$ cat src/rtl/reg_pipe_pkg.sv
// Shared constants and helpers for the elastic register pipeline.
// Default geometry plus the derivation of the occupancy-count width.
package reg_pipe_pkg;

  localparam int DEFAULT_DATAWIDTH = 8;
  localparam int DEFAULT_DEPTH     = 3;

  // Count must represent 0..depth inclusive.
  function automatic int pipe_cw(input int depth);
    return $clog2(depth + 1);
  endfunction

endpackage

$ cat src/rtl/reg_pipe_stage.sv
// One valid+data register of the pipeline.
// Data is only overwritten by a valid word, so a bubble moving in keeps the old contents.
module reg_pipe_stage
  import reg_pipe_pkg::*;
#(
  parameter int DATAWIDTH = DEFAULT_DATAWIDTH
) (
  input  logic                 Clk,
  input  logic                 Rst,
  input  logic                 flush,
  input  logic                 ld,
  input  logic                 vin,
  input  logic [DATAWIDTH-1:0] din,
  output logic                 v,
  output logic [DATAWIDTH-1:0] d
);

  logic                 r_v;
  logic [DATAWIDTH-1:0] r_d;

  always_ff @(posedge Clk) begin
    if (!Rst) begin
      r_v <= 1'b0;
      r_d <= '0;
    end else if (flush) begin
      r_v <= 1'b0;
    end else if (ld) begin
      r_v <= vin;
      if (vin) r_d <= din;
    end
  end

  assign v = r_v;
  assign d = r_d;

endmodule

$ cat src/rtl/reg_pipe.sv
// DEPTH-stage elastic register pipeline with valid/ready on both sides,
// bubble collapse, synchronous flush and a registered occupancy count.
module reg_pipe
  import reg_pipe_pkg::*;
#(
  parameter  int DATAWIDTH = DEFAULT_DATAWIDTH,
  parameter  int DEPTH     = DEFAULT_DEPTH,
  localparam int CW        = pipe_cw(DEPTH)
) (
  input  logic                 Clk,
  input  logic                 Rst,
  input  logic                 flush,
  input  logic                 in_valid,
  input  logic [DATAWIDTH-1:0] in_data,
  output logic                 in_ready,
  output logic                 out_valid,
  output logic [DATAWIDTH-1:0] out_data,
  input  logic                 out_ready,
  output logic [CW-1:0]        count
);

  logic [DEPTH-1:0]     w_v;
  logic [DATAWIDTH-1:0] w_d [DEPTH];
  logic [DEPTH-1:0]     w_rdy;
  logic                 w_in_xfer;
  logic                 w_out_xfer;
  logic [CW-1:0]        r_count;

  genvar gi;
  generate
    for (gi = 0; gi < DEPTH; gi++) begin : g_stage
      logic                 w_vin;
      logic [DATAWIDTH-1:0] w_din;

      // Flattened form of r[i] = !v[i] | r[i+1]: a stage can move unless it
      // and every stage downstream of it is full while the sink stalls.
      assign w_rdy[gi] = out_ready | ~(&w_v[DEPTH-1:gi]);

      if (gi == 0) begin : g_head
        assign w_vin = in_valid;
        assign w_din = in_data;
      end else begin : g_body
        assign w_vin = w_v[gi-1];
        assign w_din = w_d[gi-1];
      end

      reg_pipe_stage #(
        .DATAWIDTH(DATAWIDTH)
      ) u_stage (
        .Clk  (Clk),
        .Rst  (Rst),
        .flush(flush),
        .ld   (w_rdy[gi]),
        .vin  (w_vin),
        .din  (w_din),
        .v    (w_v[gi]),
        .d    (w_d[gi])
      );
    end
  endgenerate

  assign in_ready   = w_rdy[0] & ~flush;
  assign out_valid  = w_v[DEPTH-1];
  assign out_data   = w_d[DEPTH-1];
  assign w_in_xfer  = in_valid & in_ready;
  assign w_out_xfer = out_valid & out_ready & ~flush;

  always_ff @(posedge Clk) begin
    if (!Rst) begin
      r_count <= '0;
    end else if (flush) begin
      r_count <= '0;
    end else if (w_in_xfer && !w_out_xfer) begin
      r_count <= r_count + CW'(1);
    end else if (w_out_xfer && !w_in_xfer) begin
      r_count <= r_count - CW'(1);
    end
  end

  assign count = r_count;

endmodule

$ cat config.mk
export PLATFORM = sky130hd
export DESIGN_NAME = reg_pipe
export DESIGN_NICKNAME = d
export VERILOG_FILES = /design/src/rtl/reg_pipe_pkg.sv /design/src/rtl/reg_pipe_stage.sv /design/src/rtl/reg_pipe.sv
export SDC_FILE = /design/constraint.sdc
export NUM_CORES = 1
export LEC_CHECK = 0
export CORE_AREA = 2 2 60 48
export DETAILED_ROUTE_END_ITERATION = 8
export DIE_AREA = 0 0 62 50
export PLACE_DENSITY = 0.74
export SYNTH_ARGS = -nofsm -noshare
export SYNTH_HDL_FRONTEND = slang
export SYNTH_SLANG_ARGS = --single-unit
$ cat constraint.sdc
create_clock -name Clk -period 2.3 [get_ports Clk]
set_input_delay 0.345 -clock Clk [delete_from_list [all_inputs] [get_ports Clk]]
set_output_delay 0.345 -clock Clk [all_outputs]
set_load 0.1 [all_outputs]
; After elaboration in Yosys (flattened, before gate mapping)
; Index checks and enable logic that the tools add are counted.
[op_classes]
n_addsub = 2
mux = 2
n_bitwise = 12
reduce_logical = 11
[ops]
columns = op, count
row1 = AND reduction 3 bit, 4
row2 = NOT 1 bit, 5
row3 = bitwise AND 1 bit, 4
row4 = two-way mux 2 bit, 2
row5 = OR 1 bit, 3
row6 = "adder 2 x 1 -> 2 bit, second input constant", 1
row7 = logical AND 1 bit, 2
row8 = zero test 1 bit, 2
row9 = AND reduction 2 bit, 1
row10 = nonzero test 2 bit, 1
row11 = OR reduction 2 bit, 1
row12 = "subtractor 2 x 1 -> 2 bit, second input constant", 1
[word_totals]
register_bits = 29
in_bits = 13
out_inout_bits = 12
word_cells = 34

; Logic depth before layout (Yosys ltp)
; Gate-level depths: netlist (run 1).
[logic_depth]
word_depth = 9
depth_mapped = 8
mapped_depth_nobuf = 7

; Cells and area by module
; From an unflattened synthesis (run 1), not the netlist that was laid out.
[unflattened]
hier_cells = 134
area_unflattened_um2 = 1248.7
[by_module_without_submodules]
columns = module, n_inst, cells_each, area_per_inst_um2, seq_area_each_um2
row1 = reg_pipe_stage, 3, 39, 370.4, 180.2
row2 = reg_pipe, 1, 17, 137.6, 40.0

; Least setup slack after synthesis (run 1)
; OpenSTA, ideal clock, no wires.
[synth_timing]
kind = reg-to-output
from = register g_stage[2].u_stage.r_v
to = output port in_ready
arrival_ps = 2280
required_ps = 1955
slack_ps = -325
path_stages_with_launch = 3
n_path_buf = 0
path_cell_list = dfxtp_1 > and4b_1 > nor2_1
[synth_via]
elab_chain_len = 4
[synth_lines]
columns = element, line
row1 = "start, declared", reg_pipe_stage.sv:18  ; logic r_v;
row2 = "start signal, assigned", reg_pipe_stage.sv:28  ; r_v <= vin;
row3 = AND reduction 3 bit, reg_pipe.sv:37  ; assign w_rdy[gi] = out_ready | ~(&w_v[DEPTH-1:gi]);
row4 = NOT 1 bit, reg_pipe.sv:37
row5 = OR 1 bit, reg_pipe.sv:37
row6 = bitwise AND 1 bit, reg_pipe.sv:62  ; assign in_ready = w_rdy[0] & ~flush;
row7 = "end, declared", reg_pipe.sv:15  ; output logic in_ready,
; No other way between the ends.

; Final worst setup path (run 1)
[layout_timing]
from = input port out_ready
to = register r_count[1] (netlist: count[1])
[layout_via]
elab_chain_len = 6
word_cells_on_any_way = 11
classes_between = mux: 1 / bitwise: 5 / reduce/logical: 5
[layout_lines]
columns = element, line
row1 = "start, declared", reg_pipe.sv:18  ; input logic out_ready,
row2 = OR 1 bit, reg_pipe.sv:37
row3 = bitwise AND 1 bit, reg_pipe.sv:62
row4 = bitwise AND 1 bit, reg_pipe.sv:65  ; assign w_in_xfer = in_valid & in_ready;
row5 = zero test 1 bit, reg_pipe.sv:75  ; end else if (w_out_xfer && !w_in_xfer) begin
row6 = logical AND 1 bit, reg_pipe.sv:75
row7 = nonzero test 2 bit (no source line), n/a
row8 = "end signal, assigned", reg_pipe.sv:74  ; r_count <= r_count + CW'(1);
row9 = "end signal, assigned", reg_pipe.sv:76  ; r_count <= r_count - CW'(1);
row10 = "end, declared", reg_pipe.sv:27  ; logic [CW-1:0] r_count;
; Parallel ways exist; a longest one is shown, timed or not.
; A chain may end at the register's enable or synchronous reset.

==> results.toml, run 1 <==
[global_routing]
grt_first_pass_wirelength_mm = 3.44
grt_pass1_vias = 782
antenna_found_initial = 0
grt_use_total = 0.160
grt_overflow_total = 0
grt_start_max_net_pins = 25

[timing]
grt_setup_unrepaired = "false"
clock_skew_ns = 0.00617
worst_slew_pin_slew_ns = 0.490
relSlewSlack = 0.672
fin_crit_ns = 1.94
finalSetupViolCount = 0
hold_viol = 0
fmax_ghz = 0.515
setup_tns_ns = 0
maxSlewViolCount = 0
fin_crit_sh = 0.845

[routing]
vias = 908
routed_wl_mm = 2.15
via_per_inst = 4.73
drc = 0
drtPass1Iterations = 4
drt_iter0_drc = 33
postRouteAntennaNets = 0
wl_per_cell_um = 11.2

[critical_path]
crit_arrival_ns = 2.21
rr_endpoint = "count[1]"
criticalPathCategory = "input pin to flop"
cp_max_fo = 2
cp-end-kind = "flop"
crit_required_ns = 2.56
timing.rr.start = "g_stage[1].u_stage.v"
r2r_cells = 6
reg2reg_slack_ns = 0.47
cp-start-kind = "input pin"

[hold_path]
min_to = "g_stage[1].u_stage.d[4]"
whs_path_depth = 2
hold_start = "g_stage[1].u_stage.d[4]"
hold_path_class = "flop to flop"

[logic_synthesis]
ys.warnings.count = 0
ys_top_cells_by_area = "dfxtp_1 50%, mux2i_1 14%, nand2_1 7.8%, a21boi_0 5.2%, o21ai_0 3.9%"
synth_seq_cells = 29
ys_seq_area_frac = 0.499
synth_cell_types = 22
postSynthAreaPerCell_sq_um = 9.23
syn_nets = 140
synth_top_area_share = 0.499
synthCells = 126
yosysTopAreaCell = "dfxtp_1"
syn_area_sq_um = 1160

[clocking]
clk_latency_ns = 0.32
cts_root_buf = "clkbuf_4"
cts_buffers = 5
htreeDepth = 2
cts_buffer_depth = 2
post_cts_buffers = 0
cts_tree = "built"
clock_sinks = 29
clkTransAtPathRegs_ns = 0.09
cts_hold_buf = 0
cts-resized-gates = 0

[die]
io_pins = 25
num_rows = 16
die_w_um = 62
core-area_sq_um = 2500
start_util = 0.465
die_y_um = 50
dieArea_sq_um = 3100

[place]
place_congestion = 0.773
dp_hpwl_mm = 1.52
portBuffers = 24

[power_and_ir_drop]
pwr-share-seq = 0.539
p_leak_nw = 0.678
internal_power_mw = 0.735
p_sw_mw = 0.224
p_clk_frac = 0.363
sw_frac_of_total = 0.233
power_density_nw_per_um2 = 635
ir_worst_vdd_mv = 0.330
combPwrFrac = 0.098

[final_layout]
fin_nets = 169
n_antenna_cell = 0
final_layout_size_suffix_gt1_frac = 0.179
area_growth_pct = 29.9
fin_util = 0.604

[run]
cap_violations = 0

[outcome]
status = "completed"
## sequential cells by signal (all words and copies together), names as in the netlist
name / count
g_stage.u_stage.d: 24
g_stage.u_stage.v: 3
count: 2
## layout by cell type (no fill, tap or decap), types with 2 or more instances in the layout
cell type / instances
dfxtp_1: 28
nand2_1: 24
buf_4: 17
mux2i_1: 16
clkdlybuf4s50_1: 12
o21ai_0: 9
nand3_1: 8
a21boi_0: 8
nor2_1: 6
clkbuf_4: 5
nand2b_1: 3
inv_1: 2
xor2_1: 2
a21oi_1: 2
clkbuf_8: 2
## worst max path at each step
stage | startpoint | endpoint | slack, ns | cells after the start
2_1_floorplan | g_stage[2].u_stage.v | count[1] | 0.13 | 7
3_3_place_gp | out_ready | count[1] | 0.05 | 7
3_5_place_dp | out_ready | count[1] | 0.03 | 7
4_1_cts | out_ready | count[1] | 0.37 | 7
5_1_grt | out_ready | count[1] | 0.31 | 7
6_report | out_ready | count[1] | 0.36 | 7
## synth_stat cells
| library cell | number |
|---|---|
| a21oi_1 | 2 |
| buf_2 | 1 |
| nor2_1 | 7 |
| buf_6 | 1 |
| or3_1 | 1 |
| nand2b_1 | 3 |
| nand3_1 | 8 |
| and2b_1 | 1 |
| or3b_1 | 1 |
| nand3b_1 | 1 |
| xor2_1 | 2 |
| nand2_1 | 24 |
| clkbuf_1 | 6 |
| inv_1 | 2 |
| ha_1 | 1 |
| o21ai_0 | 9 |
| a211o_1 | 1 |
| nor2b_1 | 1 |
| a21boi_0 | 8 |
| and4b_1 | 1 |
| mux2i_1 | 16 |
| dfxtp_1 | 29 |
## final cells by class
class                   instances  area (sq um)
fillers                       225           992
flip-flops and latches         29           582
multi-input cells              87           538
repair buffers                 30           268
clock buffers                   7          65.1
well taps                      36          45.0
inverters                       2          7.51
clock inverters                 1          5.00
## critical path, stage by stage
cell	delay, ns
clkdlybuf4s50_1	0.47
and4b_1	0.20
or3b_1	0.37
inv_1	0.07
ha_1	0.23
or3_1	0.38
a21oi_1	0.14
## cells by family after synthesis
family          count (synthesis)  synth area share
compound gates                 20             0.107
flops                          29             0.499
buf+inv                        10            0.0398
xor+xnor                        2            0.0151
fa+ha+maj                       1            0.0108
simple gates                   48             0.191
mux                            16             0.138
## per-stage QoR
stage | setup slack (ns) | power, mW | cell area, sq um | hold WS, ns | cells
final | 0.357 | 0.958 | 1510 | 0.467 | 192
after CTS | 0.367 | 0.968 | 1510 | 0.471 | 192
after detailed placement | 0.0326 | 0.623 | 1440 | 0.457 | 184
after global routing | 0.310 | 1.00 | 1510 | 0.494 | 192
after global placement | 0.0524 | 0.620 | 1440 | 0.450 | 184
after floorplan | 0.130 | 0.583 | 1170 | 0.438 | 126
## metal layers
layer / track usage / up-vias / part of all wire
met1: 0.210 / 395 / 0.51
met5: 0 / - / 0
li1: - / 484 / -
met2: 0.200 / 23 / 0.40
met3: 0.0945 / 6 / 0.064
met4: 0.0851 / 0 / 0.026
## power groups by stage
stage / sequential, mW / clock, mW / combinational (mW)
final: 0.516 / 0.348 / 0.0943
after global routing: 0.517 / 0.386 / 0.102
after CTS: 0.516 / 0.357 / 0.0950
after detailed placement: 0.528 / 0 / 0.0944
after global placement: 0.528 / 0 / 0.0924
after floorplan: 0.537 / 0 / 0.0458
No activity file was read; power rests on OpenSTA's default activity.
==> run 2: changes to the inputs <==
==> constraint.sdc (replaced) <==
create_clock -name Clk -period 1.87 [get_ports Clk]
set_input_delay 0.2805 -clock Clk [delete_from_list [all_inputs] [get_ports Clk]]
set_output_delay 0.2805 -clock Clk [all_outputs]
set_load 0.1 [all_outputs]
==> run 2 against run 1 <==
Net effect: combinational power increased by 29%; sequential share of layout area decreased by 0.53 points; flip-flop and latch count unchanged; non-clock buffer count increased by 3; highest routed layer unchanged.
==> results.toml, run 2 (synthesized netlist as in run 1, its figures left out) <==
[timing]
maxSlewViolCount = 0
hold_viol = 0
grt_setup_unrepaired = "false"
setup_tns_ns = 0
clock_skew_ns = 0.0130
fin_crit_ns = 1.77
layout_setup_ws_ns = 0.0991
finalSetupViolCount = 0
fmax_ghz = 0.565
relSlewSlack = 0.718
fin_crit_sh = 0.947
worst_slew_pin_slew_ns = 0.423

[global_routing]
grt_start_max_net_pins = 34
antenna_found_initial = 0
grt_pass1_vias = 826
grt_overflow_total = 0
grt_first_pass_wirelength_mm = 3.60
grt_use_total = 0.166

[routing]
vias = 938
drt-met1-wl_mm = 1.03
routed_wl_mm = 2.22
dr_wl_met3_um = 133
drt_iter0_drc = 32
dr_wl_met2_mm = 1.02
drtPass1Iterations = 4
wl_per_cell_um = 11.4
postRouteAntennaNets = 0
top_layer_used = "met4"
via_per_inst = 4.81
drc = 0

[place]
place_congestion = 0.789
place_ws_ns = -0.347
postPlaceCellArea_sq_um = 1480
portBuffers = 24
dp_hpwl_mm = 1.65

[clocking]
cts_buffer_depth = 2
clock_sinks = 29
clkTransAtPathRegs_ns = 0.09
cts_root_buf = "clkbuf_4"
cts_tree = "built"
cts_hold_buf = 0
cts_buffers = 5
post_cts_buffers = 0
clk_latency_ns = 0.32
htreeDepth = 2

[critical_path]
r2r_cells = 6
cp-end-kind = "flop"
crit_required_ns = 2.13
timing.rr.start = "g_stage[2].u_stage.v"
rr_endpoint = "count[1]"
cp-start-kind = "flop"
reg2reg_slack_ns = 0.1
criticalPathCategory = "flop to flop"
crit_arrival_ns = 2.03
cp_max_fo = 5

[power_and_ir_drop]
p_leak_nw = 0.694
power_density_nw_per_um2 = 715
power_mw = 1.10
ir_worst_vdd_mv = 0.439

[final_layout]
final_layout_size_suffix_gt1_frac = 0.214
final_area_sq_um = 1540
final_cell_mix = "28 x dfxtp_1, 24 x nand2_1, 20 x buf_4, 16 x mux2i_1, 11 x clkdlybuf4s50_1"
fin_util = 0.615
area_growth_pct = 32.3
n_antenna_cell = 0
fin_nets = 172
largest_reg_flops = 24
final_common_cell = "dfxtp_1"

[hold_path]
hold_start = "g_stage[1].u_stage.d[5]"
hold_path_class = "flop to flop"
whs_path_depth = 2
min_to = "g_stage[1].u_stage.d[5]"

[run]
cap_violations = 0

[die]
io_pins = 25
die_y_um = 50
num_rows = 16
dieArea_sq_um = 3100
start_util = 0.465
core-area_sq_um = 2500
die_w_um = 62

[outcome]
status = "completed"
==> run 2: cell count changes in the layout (fill, tap and decap cells not counted), sizes merged <==
cell           previous run  this run
clkinv                    1         2
clkbuf                    7         6
buf                      18        21
dlymetal6s2s              0         1
clkdlybuf4s50            12        11
==> run 2: worst max-delay path by stage <==
stage	cells after the start	to	startpoint	slack, ns
6_report	6	count[1]	g_stage[2].u_stage.v	0.1
5_1_grt	6	count[1]	g_stage[2].u_stage.v	0.06
4_1_cts	7	count[1]	out_ready	0.008
3_5_place_dp	7	count[1]	out_ready	-0.35
3_3_place_gp	7	count[1]	out_ready	-0.30
2_1_floorplan	7	count[1]	g_stage[2].u_stage.v	-0.15
==> run 2: where the power goes <==
part           switching [mW]  internal [mW]  leakage [nW]
Combinational          0.0629         0.0594         0.426
Sequential            0.00492          0.628         0.236
Clock                   0.201          0.143        0.0320
Total                   0.269          0.831         0.694
==> run 2: layer usage <==
metal  GRT usage  vias up
met4      0.0851        0
li1            -      490
met5           0        -
met2       0.229       24
met3      0.0866        2
met1       0.206      422
==> run 2: worst max-delay path: stages (launching register included) <==
cell     delay, ns
dfxtp_4       0.36
and4b_1       0.21
or3b_4        0.38
inv_2         0.08
ha_4          0.19
or3_1         0.38
a21oi_2       0.12
==> run 2: area by class of cell <==
| type | instances | area [sq um] |
|---|---|---|
| multi-input combinational | 87 | 557 |
| clock inverter | 2 | 10.0 |
| timing repair buffer | 33 | 293 |
| inverter | 2 | 7.51 |
| clock buffer | 6 | 41.3 |
| fill | 239 | 965 |
| sequential | 29 | 584 |
| tap | 36 | 45.0 |
==> run 2: stage by stage <==
stage | cells | hold slack (ns)
after floorplan | 126 | 0.401
after global placement | 187 | 0.452
after detailed placement | 187 | 0.457
after CTS | 195 | 0.469
after global routing | 195 | 0.463
final | 195 | 0.465
==> run 2: timing repair <==
item,CTS,global route
resized for setup,1,3
pin swaps,0,1
setup endpoints to repair,1,1
==> run 3: changes to the inputs <==
--- a/config.mk
+++ b/config.mk
@@ -5,10 +5,11 @@
 export SDC_FILE = /design/constraint.sdc
 export NUM_CORES = 1
 export LEC_CHECK = 0
-export CORE_AREA = 2 2 60 48
+export CORE_AREA = 2 2 59 47
+export CTS_BUF_LIST = sky130_fd_sc_hd__clkbuf_8
 export DETAILED_ROUTE_END_ITERATION = 8
-export DIE_AREA = 0 0 62 50
-export PLACE_DENSITY = 0.74
+export DIE_AREA = 0 0 61 49
+export PLACE_DENSITY = 0.77
 export SYNTH_ARGS = -nofsm -noshare
 export SYNTH_HDL_FRONTEND = slang
 export SYNTH_SLANG_ARGS = --single-unit
==> run 3 against run 2 <==
Net effect: clock power up 47%; die area down 3.6%; clock skew decreased by 0.0057 ns; hold slack better by 0.0014 ns; sequential power is essentially flat; critical path depth did not move; non-clock buffer count unchanged; via count fell by 0.21%; highest routed layer unchanged.
==> results.toml, run 3 (synthesized netlist as in run 1, its figures left out) <==
[power_and_ir_drop]
sw_frac_of_total = 0.229
internal_power_mw = 0.974
p_sw_mw = 0.289
p_clk_frac = 0.401
power_density_nw_per_um2 = 805
p_leak_nw = 0.702
combPwrFrac = 0.096
ir_worst_vdd_mv = 0.517
pwr-share-seq = 0.503

[final_layout]
final_layout_size_suffix_gt1_frac = 0.209
fin_cells = 194
largest_reg_flops = 24
fin_nets = 172
area_growth_pct = 35.0
fin_util = 0.637
n_antenna_cell = 0
final_area_sq_um = 1570
final_cell_mix = "28 x dfxtp_1, 24 x nand2_1, 20 x buf_4, 16 x mux2i_1, 11 x clkdlybuf4s50_1"
final_common_cell = "dfxtp_1"

[timing]
fin_crit_ns = 1.82
worst_slew_pin_slew_ns = 0.416
maxSlewViolCount = 0
finalSetupViolCount = 0
relSlewSlack = 0.723
holdWs_ns = 0.466
fin_crit_sh = 0.973
fmax_ghz = 0.550
layout_setup_ws_ns = 0.0502
clock_skew_ns = 0.00731
hold_viol = 0

[routing]
drt-met1-wl_mm = 1.05
wl_per_cell_um = 11.6
top_layer_used = "met4"
dr_wl_met2_um = 998
drt_iter0_drc = 38
dr_wl_met3_um = 111
vias = 936
drtPass1Iterations = 4
drc = 0
postRouteAntennaNets = 0
routed_wl_mm = 2.24
via_per_inst = 4.82

[die]
core-area_sq_um = 2460
io_pins = 25
num_rows = 16
dieArea_sq_um = 2990
die_y_um = 49
start_util = 0.472
die_w_um = 61

[clocking]
cts_tree = "built"
cts_buffers = 5
clkTransAtPathRegs_ns = 0.06
cts_root_buf = "clkbuf_8"
htreeDepth = 2
clk_latency_ns = 0.29
clock_sinks = 29
post_cts_buffers = 0
cts_buffer_depth = 2

[outcome]
status = "completed"

[critical_path]
criticalPathCategory = "flop to flop"
cp-start-kind = "flop"
crit_required_ns = 2.09
crit_arrival_ns = 2.04
cp_max_fo = 5
cp-end-kind = "flop"

[place]
dp.cells = 187
place_congestion = 0.783
portBuffers = 24
place_ws_ns = -0.330
dp_hpwl_mm = 1.61
postPlaceCellArea_sq_um = 1480

[global_routing]
grt_start_max_net_pins = 34
grt_use_total = 0.177
grt_overflow_total = 0
antenna_found_initial = 0
grt_first_pass_wirelength_mm = 3.69
grt_pass1_vias = 847

[hold_path]
hold_path_class = "flop to flop"

[run]
cap_violations = 0
-- run 3: cell count changes in the layout (fill, tap and decap cells not counted) --
cell | before | now
clkbuf_1 | 1 | 0
clkbuf_4 | 5 | 0
clkbuf_8 | 0 | 6
clkinv_2 | 2 | 0
dlygate4sd2_1 | 0 | 1
dlymetal6s2s_1 | 1 | 0
inv_1 | 1 | 2
o21ai_0 | 8 | 9
o21ai_1 | 1 | 0
-- run 3: per-stage QoR --
step                 TNS, ns  power, mW
detailed placement    -0.538      0.769
floorplan             -0.151      0.718
global route        -0.00166       1.31
finish                     0       1.26
global placement      -0.465      0.764
CTS                        0       1.27
-- run 3: per-layer routing --
layer / track usage / vias to the layer above
met4: 0.141 / 0
li1: - / 485
met1: 0.216 / 423
met3: 0.0637 / 8
met5: 0 / -
met2: 0.244 / 20
-- run 3: layout make-up --
type | instances | area [sq um]
tap | 36 | 45.0
clock inverter | 1 | 3.75
inverter | 2 | 7.51
timing repair buffer | 33 | 289
fill | 221 | 893
clock buffer | 6 | 82.6
multi-input combinational | 87 | 557
sequential | 29 | 584
-- run 3: repair_timing --
action | 4_1_cts | 5_1_grt
setup endpoints to repair | 1 | 1
hold buffers | 0 | 0
resized for setup | 2 | 1
pin swaps | 2 | 1
-- run 3: worst paths after layout --
check,startpoint,endpoint,slack [ns],depth (start not counted)
worst max register to register,g_stage[2].u_stage.v,count[1],0.05,6
worst max-delay path,g_stage[2].u_stage.v,count[1],0.05,6
worst min register to register,g_stage[1].u_stage.d[0],g_stage[1].u_stage.d[0],0.47,2
worst min-delay path,g_stage[1].u_stage.d[0],g_stage[1].u_stage.d[0],0.47,2
-- run 3: power groups by stage --
| stage | Sequential, mW | Clock [mW] | Combinational [mW] |
|---|---|---|---|
| floorplan | 0.659 | 0 | 0.0581 |
| global placement | 0.647 | 0 | 0.117 |
| detailed placement | 0.648 | 0 | 0.121 |
| CTS | 0.635 | 0.516 | 0.122 |
| global route | 0.636 | 0.540 | 0.132 |
| finish | 0.635 | 0.506 | 0.122 |
-- run 3: critical path, stage by stage, from the launching register on --
cell and delay [ns]:
dfxtp_4 0.35, and4b_1 0.21, or3b_4 0.39, inv_2 0.08
ha_4 0.19, or3_1 0.39, a21oi_2 0.14
